<file path="config.mk">
export PLATFORM = sky130hd
export DESIGN_NAME = neuron_layer_sequencer_flat
export DESIGN_NICKNAME = d
export VERILOG_FILES = /design/src/rtl/neuron_layer_sequencer_if.sv /design/src/rtl/neuron_layer_sequencer.sv /design/src/flat_wrapper.sv
export SDC_FILE = /design/constraint.sdc
export NUM_CORES = 1
export LEC_CHECK = 0
export ABC_AREA = 1
export BUFFER_PORTS_ARGS = -buffer_cell sky130_fd_sc_hd__buf_2
export CAP_MARGIN = 20
export CORE_UTILIZATION = 60
export CTS_BUF_LIST = sky130_fd_sc_hd__clkbuf_8
export CTS_CLUSTER_SIZE = 40
export DETAILED_ROUTE_END_ITERATION = 8
export PLACE_DENSITY = 0.8
export SLEW_MARGIN = 20
export SYNTH_ARGS = -nofsm -noshare
export SYNTH_HDL_FRONTEND = slang
export SYNTH_SLANG_ARGS = --single-unit
</file>
<file path="constraint.sdc">
create_clock -name clk -period 7.6 [get_ports clk]
set_clock_uncertainty 0.05 [all_clocks]
set_input_delay 0 -clock clk [delete_from_list [all_inputs] [get_ports clk]]
set_output_delay 0 -clock clk [all_outputs]
set_load 0.02 [all_outputs]
</file>
<file path="src/rtl/neuron_layer_sequencer_if.sv">
// Handshake and memory-port bundle between a layer sequencer and its RAM, weight memory and controller.
// master = sequencer side, slave = environment (controller, neuron RAM, weight memory).
interface neuron_layer_sequencer_if;
  logic       start;
  logic       busy;
  logic       done;
  logic [7:0] ram_read_address;
  logic       ram_oe;
  logic [7:0] ram_read_data;
  logic [7:0] ram_write_address;
  logic [7:0] ram_write_data;
  logic       ram_wre;
  logic [7:0] w_addr;
  logic [7:0] w_data;

  modport master (
    input  start, ram_read_data, w_data,
    output busy, done, ram_read_address, ram_oe,
    output ram_write_address, ram_write_data, ram_wre, w_addr
  );

  modport slave (
    output start, ram_read_data, w_data,
    input  busy, done, ram_read_address, ram_oe,
    input  ram_write_address, ram_write_data, ram_wre, w_addr
  );
endinterface

</file>
<file path="src/rtl/neuron_layer_sequencer.sv">
// Fully-connected layer sequencer: MAC over N_IN activations per neuron, add bias,
// rescale, ReLU with saturation, write N_OUT activations back to the neuron RAM.
module neuron_layer_sequencer #(
  parameter int N_IN     = 4,
  parameter int N_OUT    = 4,
  parameter int IN_BASE  = 0,
  parameter int OUT_BASE = 8,
  parameter int W_BASE   = 0,
  parameter int SHIFT    = 4
) (
  input  logic                     clk,
  input  logic                     rst_n,
  neuron_layer_sequencer_if.master bus
);

  typedef enum logic [2:0] {
    S_IDLE  = 3'd0,
    S_MAC   = 3'd1,
    S_BIAS  = 3'd2,
    S_WRITE = 3'd3,
    S_DONE  = 3'd4
  } state_t;

  localparam logic [6:0] I_LAST = 7'(N_IN - 1);
  localparam logic [6:0] J_LAST = 7'(N_OUT - 1);

  state_t             state_q, state_d;
  logic [6:0]         i_q, i_d;
  logic [6:0]         j_q, j_d;
  logic signed [23:0] acc_q, acc_d;

  logic signed [16:0] prod_s;
  logic [15:0]        w_row_s;
  logic [15:0]        w_sum_s;
  logic               busy_s, done_s, ram_oe_s, ram_wre_s;
  logic [7:0]         ram_read_address_s, ram_write_address_s, ram_write_data_s;

  function automatic logic [7:0] act_f(input logic signed [23:0] x);
    logic signed [23:0] y;
    y = x >>> SHIFT;
    if (y < 24'sd0) begin
      return 8'd0;
    end else if (y > 24'sd255) begin
      return 8'd255;
    end else begin
      return y[7:0];
    end
  endfunction

  // Activation is unsigned, so it is zero-extended before the signed multiply.
  assign prod_s  = $signed({8'd0, bus.ram_read_data}) * $signed({{9{bus.w_data[7]}}, bus.w_data});
  assign w_row_s = 16'(W_BASE) + 16'(j_q) * 16'(N_IN + 1);

  // Next-state, counter/accumulator update and state-decoded outputs.
  always_comb begin
    state_d             = state_q;
    i_d                 = i_q;
    j_d                 = j_q;
    acc_d               = acc_q;
    busy_s              = 1'b0;
    done_s              = 1'b0;
    ram_oe_s            = 1'b0;
    ram_wre_s           = 1'b0;
    ram_read_address_s  = 8'd0;
    ram_write_address_s = 8'd0;
    ram_write_data_s    = 8'd0;
    w_sum_s             = 16'd0;
    case (state_q)
      S_IDLE: begin
        if (bus.start) begin
          i_d     = 7'd0;
          j_d     = 7'd0;
          acc_d   = 24'sd0;
          state_d = S_MAC;
        end else begin
          state_d = S_IDLE;
        end
      end
      S_MAC: begin
        busy_s             = 1'b1;
        ram_oe_s           = 1'b1;
        ram_read_address_s = 8'(IN_BASE) + 8'(i_q);
        w_sum_s            = w_row_s + 16'(i_q);
        acc_d              = acc_q + {{7{prod_s[16]}}, prod_s};
        i_d                = i_q + 7'd1;
        if (i_q == I_LAST) begin
          state_d = S_BIAS;
        end else begin
          state_d = S_MAC;
        end
      end
      S_BIAS: begin
        busy_s  = 1'b1;
        w_sum_s = w_row_s + 16'(N_IN);
        acc_d   = acc_q + {{16{bus.w_data[7]}}, bus.w_data};
        state_d = S_WRITE;
      end
      S_WRITE: begin
        busy_s              = 1'b1;
        ram_wre_s           = 1'b1;
        ram_write_address_s = 8'(OUT_BASE) + 8'(j_q);
        ram_write_data_s    = act_f(acc_q);
        acc_d               = 24'sd0;
        i_d                 = 7'd0;
        if (j_q == J_LAST) begin
          state_d = S_DONE;
        end else begin
          j_d     = j_q + 7'd1;
          state_d = S_MAC;
        end
      end
      S_DONE: begin
        done_s  = 1'b1;
        state_d = S_IDLE;
      end
      default: begin
        state_d = S_IDLE;
      end
    endcase
  end

  // State, counters and accumulator; reset mid-layer abandons the layer at that edge.
  always_ff @(posedge clk) begin
    if (!rst_n) begin
      state_q <= S_IDLE;
      i_q     <= 7'd0;
      j_q     <= 7'd0;
      acc_q   <= 24'sd0;
    end else begin
      state_q <= state_d;
      i_q     <= i_d;
      j_q     <= j_d;
      acc_q   <= acc_d;
    end
  end

  assign bus.busy              = busy_s;
  assign bus.done              = done_s;
  assign bus.ram_oe            = ram_oe_s;
  assign bus.ram_wre           = ram_wre_s;
  assign bus.ram_read_address  = ram_read_address_s;
  assign bus.ram_write_address = ram_write_address_s;
  assign bus.ram_write_data    = ram_write_data_s;
  assign bus.w_addr            = w_sum_s[7:0];

endmodule
</file>
<file path="src/flat_wrapper.sv">
// flat-port wrapper written by rule: the top's interface ports become plain ports
module neuron_layer_sequencer_flat 
#(
  parameter int N_IN     = 4,
  parameter int N_OUT    = 4,
  parameter int IN_BASE  = 0,
  parameter int OUT_BASE = 8,
  parameter int W_BASE   = 0,
  parameter int SHIFT    = 4
)
  (clk, rst_n, bus_start, bus_ram_read_data, bus_w_data, bus_busy, bus_done, bus_ram_read_address, bus_ram_oe, bus_ram_write_address, bus_ram_write_data, bus_ram_wre, bus_w_addr);
  neuron_layer_sequencer_if bus_i ();
  input  logic clk;
  input  logic rst_n;
  input wire logic [$bits(bus_i.start)-1:0] bus_start;
  input wire logic [$bits(bus_i.ram_read_data)-1:0] bus_ram_read_data;
  input wire logic [$bits(bus_i.w_data)-1:0] bus_w_data;
  output wire logic [$bits(bus_i.busy)-1:0] bus_busy;
  output wire logic [$bits(bus_i.done)-1:0] bus_done;
  output wire logic [$bits(bus_i.ram_read_address)-1:0] bus_ram_read_address;
  output wire logic [$bits(bus_i.ram_oe)-1:0] bus_ram_oe;
  output wire logic [$bits(bus_i.ram_write_address)-1:0] bus_ram_write_address;
  output wire logic [$bits(bus_i.ram_write_data)-1:0] bus_ram_write_data;
  output wire logic [$bits(bus_i.ram_wre)-1:0] bus_ram_wre;
  output wire logic [$bits(bus_i.w_addr)-1:0] bus_w_addr;
  assign bus_i.start = bus_start;
  assign bus_i.ram_read_data = bus_ram_read_data;
  assign bus_i.w_data = bus_w_data;
  assign bus_busy = bus_i.busy;
  assign bus_done = bus_i.done;
  assign bus_ram_read_address = bus_i.ram_read_address;
  assign bus_ram_oe = bus_i.ram_oe;
  assign bus_ram_write_address = bus_i.ram_write_address;
  assign bus_ram_write_data = bus_i.ram_write_data;
  assign bus_ram_wre = bus_i.ram_wre;
  assign bus_w_addr = bus_i.w_addr;
  neuron_layer_sequencer #(.N_IN(N_IN), .N_OUT(N_OUT), .IN_BASE(IN_BASE), .OUT_BASE(OUT_BASE), .W_BASE(W_BASE), .SHIFT(SHIFT)) u_core (.clk(clk), .rst_n(rst_n), .bus(bus_i));
endmodule
</file>
# Word-level counts from Yosys, hierarchy flattened
# Cells that the tools add are included.
# totals
out_inout_bits,36
wordCells,51
regBits,41
# op_classes
n_reduce_logical,8
n_mul,2
add_sub_neg,7
order_cmp,2
muxes,20
n_eq_ne,8
# ops
operator,n
$pmux W24 S4,1
$add A24 B24 Y24,2
$mux W8,4
$mux W24,1
$mux W7,3
$pmux W7 S3,1
$gt A20 B9 Y1 const B,1
$lt A20 B1 Y1 const B,1
$mul A9 B8 Y17,1
$pmux W8 S2,1
$add A7 B1 Y7 const B,2
$eq A7 B2 Y1 const B,2
$pmux W7 S2,1
$pmux W3 S4,1
$add A4 B7 Y8 const A,1
$add A8 B3 Y8 const B,1
$add A8 B7 Y8,1
$mul A7 B3 Y8 const B,1
$eq A3 B2 Y1 const B,2
$mux W1,5
$ne A2 B2 Y1 const B,2
$reduce_and A2 Y1,2
$reduce_bool A4 Y1,1
$eq A3 B1 Y1 const B,1
8 further kinds,8

# Longest topological paths before layout
# Gate-level depths: netlist of the first run.
# logic_depth
ltp_word,4
ltp_mapped,34

# Worst setup path after synthesis of the first run
# Ideal clock, no wire load.
# synth_timing
path_type,input -> register
start,input bus_w_data[7]
end,register u_core.acc_q[15]
path_slack_ns,2.339
required_ns,7.418
setup_time_ns,0.132
path_stages,26
arrival_time_ns,5.079
path_cell_list,clkinv_1 or2_2 fa_1 fa_1 inv_1 fa_1 inv_1 fa_1 inv_1 ha_1 a21oi_1 nand2_1 a21oi_1 nor2_1 nor2_1 xnor2_1 o21ai_0 inv_1 ha_1 a21oi_1 o21ai_0 a21oi_1 o21ai_0 or2_2 nand3_1 a21oi_1
# synth_via
elab_chain_len,3
word_cells_on_any_way,4
classes_between,add/sub: 2; mul: 1; mux: 1
# synth_lines
element,line,source
start: declaration,flat_wrapper.sv:17,input wire logic [$bits(bus_i.w_data)-1:0] bus_w_data;
$mul A9 B8 Y17,neuron_layer_sequencer.sv:51,"assign prod_s = $signed({8'd0, bus.ram_read_data}) * $signed({{9{bus.w_data[7]}}, bus.w_data});"
$add A24 B24 Y24,neuron_layer_sequencer.sv:84,"acc_d = acc_q + {{7{prod_s[16]}}, prod_s};"
$pmux W24 S4 *,neuron_layer_sequencer.sv:68,case (state_q)
end signal: assignment,neuron_layer_sequencer.sv:128,acc_q <= 24'sd0;
end signal: assignment,neuron_layer_sequencer.sv:133,acc_q <= acc_d;
end: declaration,neuron_layer_sequencer.sv:30,"logic signed [23:0] acc_q, acc_d;"
# Every way passes the cells marked *; elsewhere a longest branch is shown, timed or not.
# A chain may end at the register's enable or synchronous reset.

# Final worst setup path of the first run
# Ends and elaborated chain as after synthesis.

==> impl_metrics.tcl, run 1 <==
set metrics [dict create \
    die_w_um 104 \
    synth_top_area_frac 0.175 \
    power_switching_uw 919 \
    regArea_sq_um 821 \
    antenna_left 0 \
    path_delay_family "adder cells" \
    synth_cells 938 \
    clock-sinks 41 \
    p_int_uw 798 \
    dr.first_iter.drc_count 351 \
    antenna_found_initial 0 \
    cts.clk_slew.worst_paths_ns 0.09 \
    firstDrtPassIters 5 \
    cts_resized 0 \
    comb_power_share 0.737 \
    grt_start_max_net_pins 29 \
    multi_input_area_sq_mm 0.00460 \
    setup_viol 0 \
    p_leak_uw 0.00370 \
    cts_tree "built" \
    coreArea_sq_mm 0.00991 \
    synthTopCellsByCount "nand2_1 (203), inv_1 (174), ha_1 (87)" \
    worst-path-buf-inv 6 \
    vias 5960 \
    clock_latency_ns 0.30 \
    track_usage 0.279 \
    postCtsSetupBuffers 0 \
    timing.final.hold_violations 0 \
    start_kind "input port" \
    synth_seq_cells 41 \
    drive_gt1_frac 0.107 \
    grt_pass1_vias 5576 \
    seqPwrFrac 0.159 \
    via_per_inst 5.37 \
    place_congestion 0.995 \
    synth-main-ff-cell "dfxtp_1" \
    synth_fp_nets 1084 \
    dp_hpwl_um 11700 \
    drcViolationCount 0 \
    cp.arrival_ns 5.82 \
    synth_cell_types 48 \
    wl_per_cell_um 13.0 \
    ys_warn_count 0 \
    drv_slew 0 \
    synth_edf_count 0 \
    power_density_mw_per_mm2 257 \
    cts.htree.levels 2 \
    slowest_stage "fa_1" \
    hold_buffers 1 \
    clk_path_buf_depth 2 \
    crit_fanout 9 \
    setup_slack_ns 1.90 \
    io-pin-count 55 \
    port_buffers 53 \
    hold_path.class "in -> reg" \
    die_h_um 104 \
    fill_cells 950 \
    slowest_delay_ns 0.54 \
    antennaDiodeCount 0 \
    maxCapViolCount 0 \
    power_frac_clock 0.104 \
    start_util 0.628 \
    tns_ns 0 \
    cp.required_ns 7.72 \
    syn_avg_cell_area_sq_um 6.64 \
    rsz0062_at_grt "no" \
    yosysMostFrequentCell "nand2_1" \
    fmax_ghz 0.175 \
    syn_to_final_growth_pct 7.34 \
    routed_wl_um 14400 \
    nets 1122 \
    switching_share 0.535 \
    worst_pin_slew_ns 0.747 \
    relSlewSlack 0.500 \
    worstSetupEndpointType "flop" \
    grt_pass1_wl_um 25100 \
    place_ws_ns 1.67 \
    fin_crit_sh 0.750 \
    status "finished, final reports clean" \
    yosysTopAreaCell "ha_1" \
    die_area_sq_mm 0.0108 \
    cts_buffers 5 \
    syn_area_sq_mm 0.00623 \
    path_class "in -> reg" \
    rows 36 \
    synth_area_leaders "ha_1 (17%), dfxtp_1 (13%), fa_1 (13%)" \
    ys_seq_area_frac 0.132 \
    grt_remaining_overflow 0 \
    async_reset_ff_frac 0 \
    period_minus_slack_ns 5.70 \
    ir_drop_mv 0.375 \
    cts-root-buf "clkbuf_8" \
    cpMostUsedCell "a21oi_1" \
]
==> cell families (layout without fill, tap and decap cells) <==
family                     Yosys count  count (layout)  synth area share
AOI/OAI and AO/OA                  164             164             0.143
xor gates and xnor gates            19              19            0.0267
adders and majority gates          127             127             0.303
buffers and inverters              213             251             0.130
DFF                                 41              41             0.132
other                                1               1          0.000602
and+or+nand+nor                    373             373             0.265
==> power groups by stage <==
stage,registers (uW),logic (uW),clock network (uW)
5_1_grt,277,1440,188
6_report,273,1270,178
3_3_place_gp,277,1220,0
4_1_cts,272,1240,179
2_1_floorplan,268,978,0
3_5_place_dp,277,1230,0
==> per-layer routing <==
layer	wire, um	vias to the layer above	global-route usage
li1	-	3053	-
met5	0	-	0
met1	6930	2733	0.389
met3	757	23	0.0301
met2	6490	151	0.464
met4	212	0	0.0663
==> metrics by stage <==
step | power (uW) | area [sq um] | utilization | hold slack [ns] | cells
6_report | 1720 | 6680 | 0.674 | 0.208 | 1109
2_1_floorplan | 1250 | 6230 | - | 0.0884 | 938
3_5_place_dp | 1510 | 6570 | 0.663 | 0.246 | 1101
5_1_grt | 1900 | 6680 | 0.674 | 0.236 | 1109
3_3_place_gp | 1490 | 6570 | 0.663 | 0.241 | 1101
4_1_cts | 1690 | 6680 | 0.674 | 0.210 | 1109
==> sequential cells by signal, indices dropped and copies added (netlist names) <==
signal and count:
u_core.acc_q 24, u_core.i_q 7, u_core.j_q 7, u_core.state_q 3
==> final cells by class <==
class                   count  area share
well taps                 133      0.0249
flip-flops and latches     41       0.123
inverters                 189       0.107
repair buffers             55      0.0423
multi-input cells         684       0.688
clock buffers               5      0.0103
clock inverters             2     0.00524
==> worst min-delay path: cells and delay by family <==
family	cells	cell delay (ns)
simple gates	3	0.30
buf+inv	2	0.16
compound gates	1	0.06
==> cells in the final DEF (no fill, tap or decap), types with 3 or more instances in the layout <==
master / netlist / layout
a21o_1: 3 / 3
a21oi_1: 86 / 86
buf_2: 2 / 53
clkbuf_8: 0 / 5
dfxtp_1: 41 / 41
fa_1: 40 / 40
ha_1: 87 / 87
inv_1: 174 / 174
inv_2: 13 / 13
nand2_1: 203 / 203
nand2_2: 3 / 3
nand3_1: 38 / 38
nand4_1: 8 / 8
nor2_1: 70 / 70
nor2_2: 3 / 3
nor3_1: 16 / 16
nor4_1: 5 / 5
o21a_1: 7 / 7
o21ai_0: 43 / 43
o21ai_1: 11 / 11
or2_2: 12 / 12
xnor2_1: 10 / 10
xor2_1: 9 / 9
==> worst paths after layout <==
check | from | end | slack (ns) | depth (start not counted)
worst max-delay path | bus_w_data[7] | u_core.acc_q[15] | 1.90 | 27
worst min-delay path | bus_start | u_core.i_q[0] | 0.21 | 6
worst max register to register | u_core.state_q[1] | u_core.acc_q[18] | 3.86 | 13
worst min register to register | u_core.acc_q[0] | u_core.acc_q[0] | 0.43 | 2
Note: power is estimated with default switching activity, not from simulation.
==> run 2: changes to the inputs <==
--- a/config.mk
+++ b/config.mk
@@ -8,7 +8,7 @@
 export ABC_AREA = 1
 export BUFFER_PORTS_ARGS = -buffer_cell sky130_fd_sc_hd__buf_2
 export CAP_MARGIN = 20
-export CORE_UTILIZATION = 60
+export CORE_UTILIZATION = 57
 export CTS_BUF_LIST = sky130_fd_sc_hd__clkbuf_8
 export CTS_CLUSTER_SIZE = 40
 export DETAILED_ROUTE_END_ITERATION = 8
==> constraint.sdc (replaced) <==
create_clock -name clk -period 4.7 [get_ports clk]
set_clock_uncertainty 0.05 [all_clocks]
set_input_delay 0 -clock clk [delete_from_list [all_inputs] [get_ports clk]]
set_output_delay 0 -clock clk [all_outputs]
set_load 0.02 [all_outputs]
==> impl_metrics.tcl, run 2 (synthesis results as in run 1) <==
set metrics [dict create \
    status "finished with violations" \
    violations "setup timing" \
    wl_per_cell_um 15.4 \
    antenna_left 0 \
    fmax_ghz 0.205 \
    dr.first_iter.drc_count 451 \
    start_util 0.595 \
    maxCapViolCount 0 \
    p_int_uw 2140 \
    period_minus_slack_ns 4.89 \
    path_delay_family "adder cells" \
    drive_gt1_frac 0.297 \
    antenna_found_initial 0 \
    rows 37 \
    top_regs "u_core.acc_q (24), u_core.i_q (7), u_core.j_q (7)" \
    die_h_um 107 \
    drcViolationCount 0 \
    cts_tree "built" \
    die_w_um 107 \
    worst_pin_slew_ns 0.611 \
    cpMostUsedCell "inv_1" \
    track_usage 0.298 \
    drv_slew 0 \
    final_core_util 0.780 \
    vias 6782 \
    path_class "in -> reg" \
    hold_slack_ns 0.191 \
    p_leak_uw 0.00425 \
    syn_to_final_growth_pct 31.1 \
    antennaDiodeCount 0 \
    ir_drop_mv 0.756 \
    worst-path-buf-inv 5 \
    setup_viol 10 \
    die_area_sq_mm 0.0113 \
    port_buffers 53 \
    rsz0062_at_grt "yes" \
    setup_slack_ns -0.187 \
    final_cell_mix "nand2_1 (178), inv_1 (165), buf_4 (103)" \
    final_common_cell "nand2_1" \
    routed_wl_um 18600 \
    comb_power_share 0.841 \
    dp_hpwl_um 12700 \
    crit_fanout 7 \
    start_kind "input port" \
    cts_buffers 5 \
    switching_share 0.520 \
    hold_path.class "in -> reg" \
    cp.required_ns 4.88 \
    cts.clk_slew.worst_paths_ns 0.09 \
    seqPwrFrac 0.103 \
    dp.cells 1185 \
    fin_cells 1205 \
    tns_ns -1.30 \
    largest_reg_flops 24 \
    power_density_mw_per_mm2 545 \
    via_per_inst 5.63 \
    cp.arrival_ns 5.07 \
    timing.final.hold_violations 0 \
    grt_start_max_net_pins 29 \
    cts-root-buf "clkbuf_8" \
    place_congestion 0.975 \
    clock-sinks 41 \
    cts.htree.levels 2 \
    grt_pass1_wl_um 27500 \
    fin_crit_sh 1.04 \
    clock_latency_ns 0.30 \
    clk_path_buf_depth 2 \
    worstSetupEndpointType "flop" \
    nets 1215 \
    io-pin-count 55 \
    power_frac_clock 0.057 \
    coreArea_sq_mm 0.0105 \
    firstDrtPassIters 5 \
    grt_remaining_overflow 0 \
    grt_pass1_vias 6259 \
    largest_register "u_core.acc_q" \
    relSlewSlack 0.591 \
    slowest_delay_ns 0.57 \
    slowest_stage "fa_1" \
    power_switching_uw 2320 \
]
## run 2: cell count changes in the layout (fill, tap and decap cells not counted), moves of 18 or more
cell / delta
a21oi_1: -27
a21oi_2: +20
buf_4: +102
ha_1: -20
ha_4: +18
nand2_1: -25
## run 2: worst min-delay path: stages
cell,delay [ns]
buf_2,0.09
nand2_1,0.08
nor2_4,0.13
inv_2,0.07
nand2_4,0.08
a21oi_1,0.06
## run 2: layout make-up
| type | count | area [sq um] |
|---|---|---|
| Clock inverter | 1 | 7.51 |
| Sequential cell | 41 | 821 |
| Fill cell | 744 | 2300 |
| Timing Repair Buffer | 148 | 1030 |
| Tap cell | 136 | 170 |
| Inverter | 189 | 724 |
| Multi-Input combinational cell | 684 | 5330 |
| Clock buffer | 6 | 82.6 |
## run 2: final timing paths
path	cells past startpoint	from	slack, ns	end
hold / removal	6	bus_start	0.19	u_core.i_q[0]
hold reg to reg	2	u_core.acc_q[0]	0.43	u_core.acc_q[0]
setup / recovery	28	bus_ram_read_data[4]	-0.19	u_core.acc_q[23]
setup reg to reg	15	u_core.state_q[1]	1.31	u_core.acc_q[18]
## run 2: power by group through the flow
stage,combinational (uW),sequential (uW),clock (uW)
detailed placement,2610,450,0
CTS,2910,448,247
floorplan,1760,435,0
global placement,2550,450,0
finish,3740,457,253
global route,4000,462,266
## run 2: routing by layer
layer  GRT usage  part of all wire
met3      0.0349             0.062
met2       0.521              0.49
met5           0                 0
met4      0.0753             0.033
met1       0.388              0.42
## run 2: per-stage QoR
step / power (uW) / cell area (sq um) / setup WS (ns)
floorplan: 2190 / 6440 / 0.000757
global placement: 3000 / 7340 / -0.494
detailed placement: 3060 / 7340 / -0.618
CTS: 3600 / 7690 / -0.0229
global route: 4730 / 8170 / -0.341
finish: 4450 / 8170 / -0.187
## run 2: repair_timing
action,4_1_cts,5_1_grt
setup endpoints to repair,12,16
hold endpoints to repair,1,0
buffers inserted,3,9
pin swaps,21,62
hold buffers,1,0
gates resized for setup,45,113
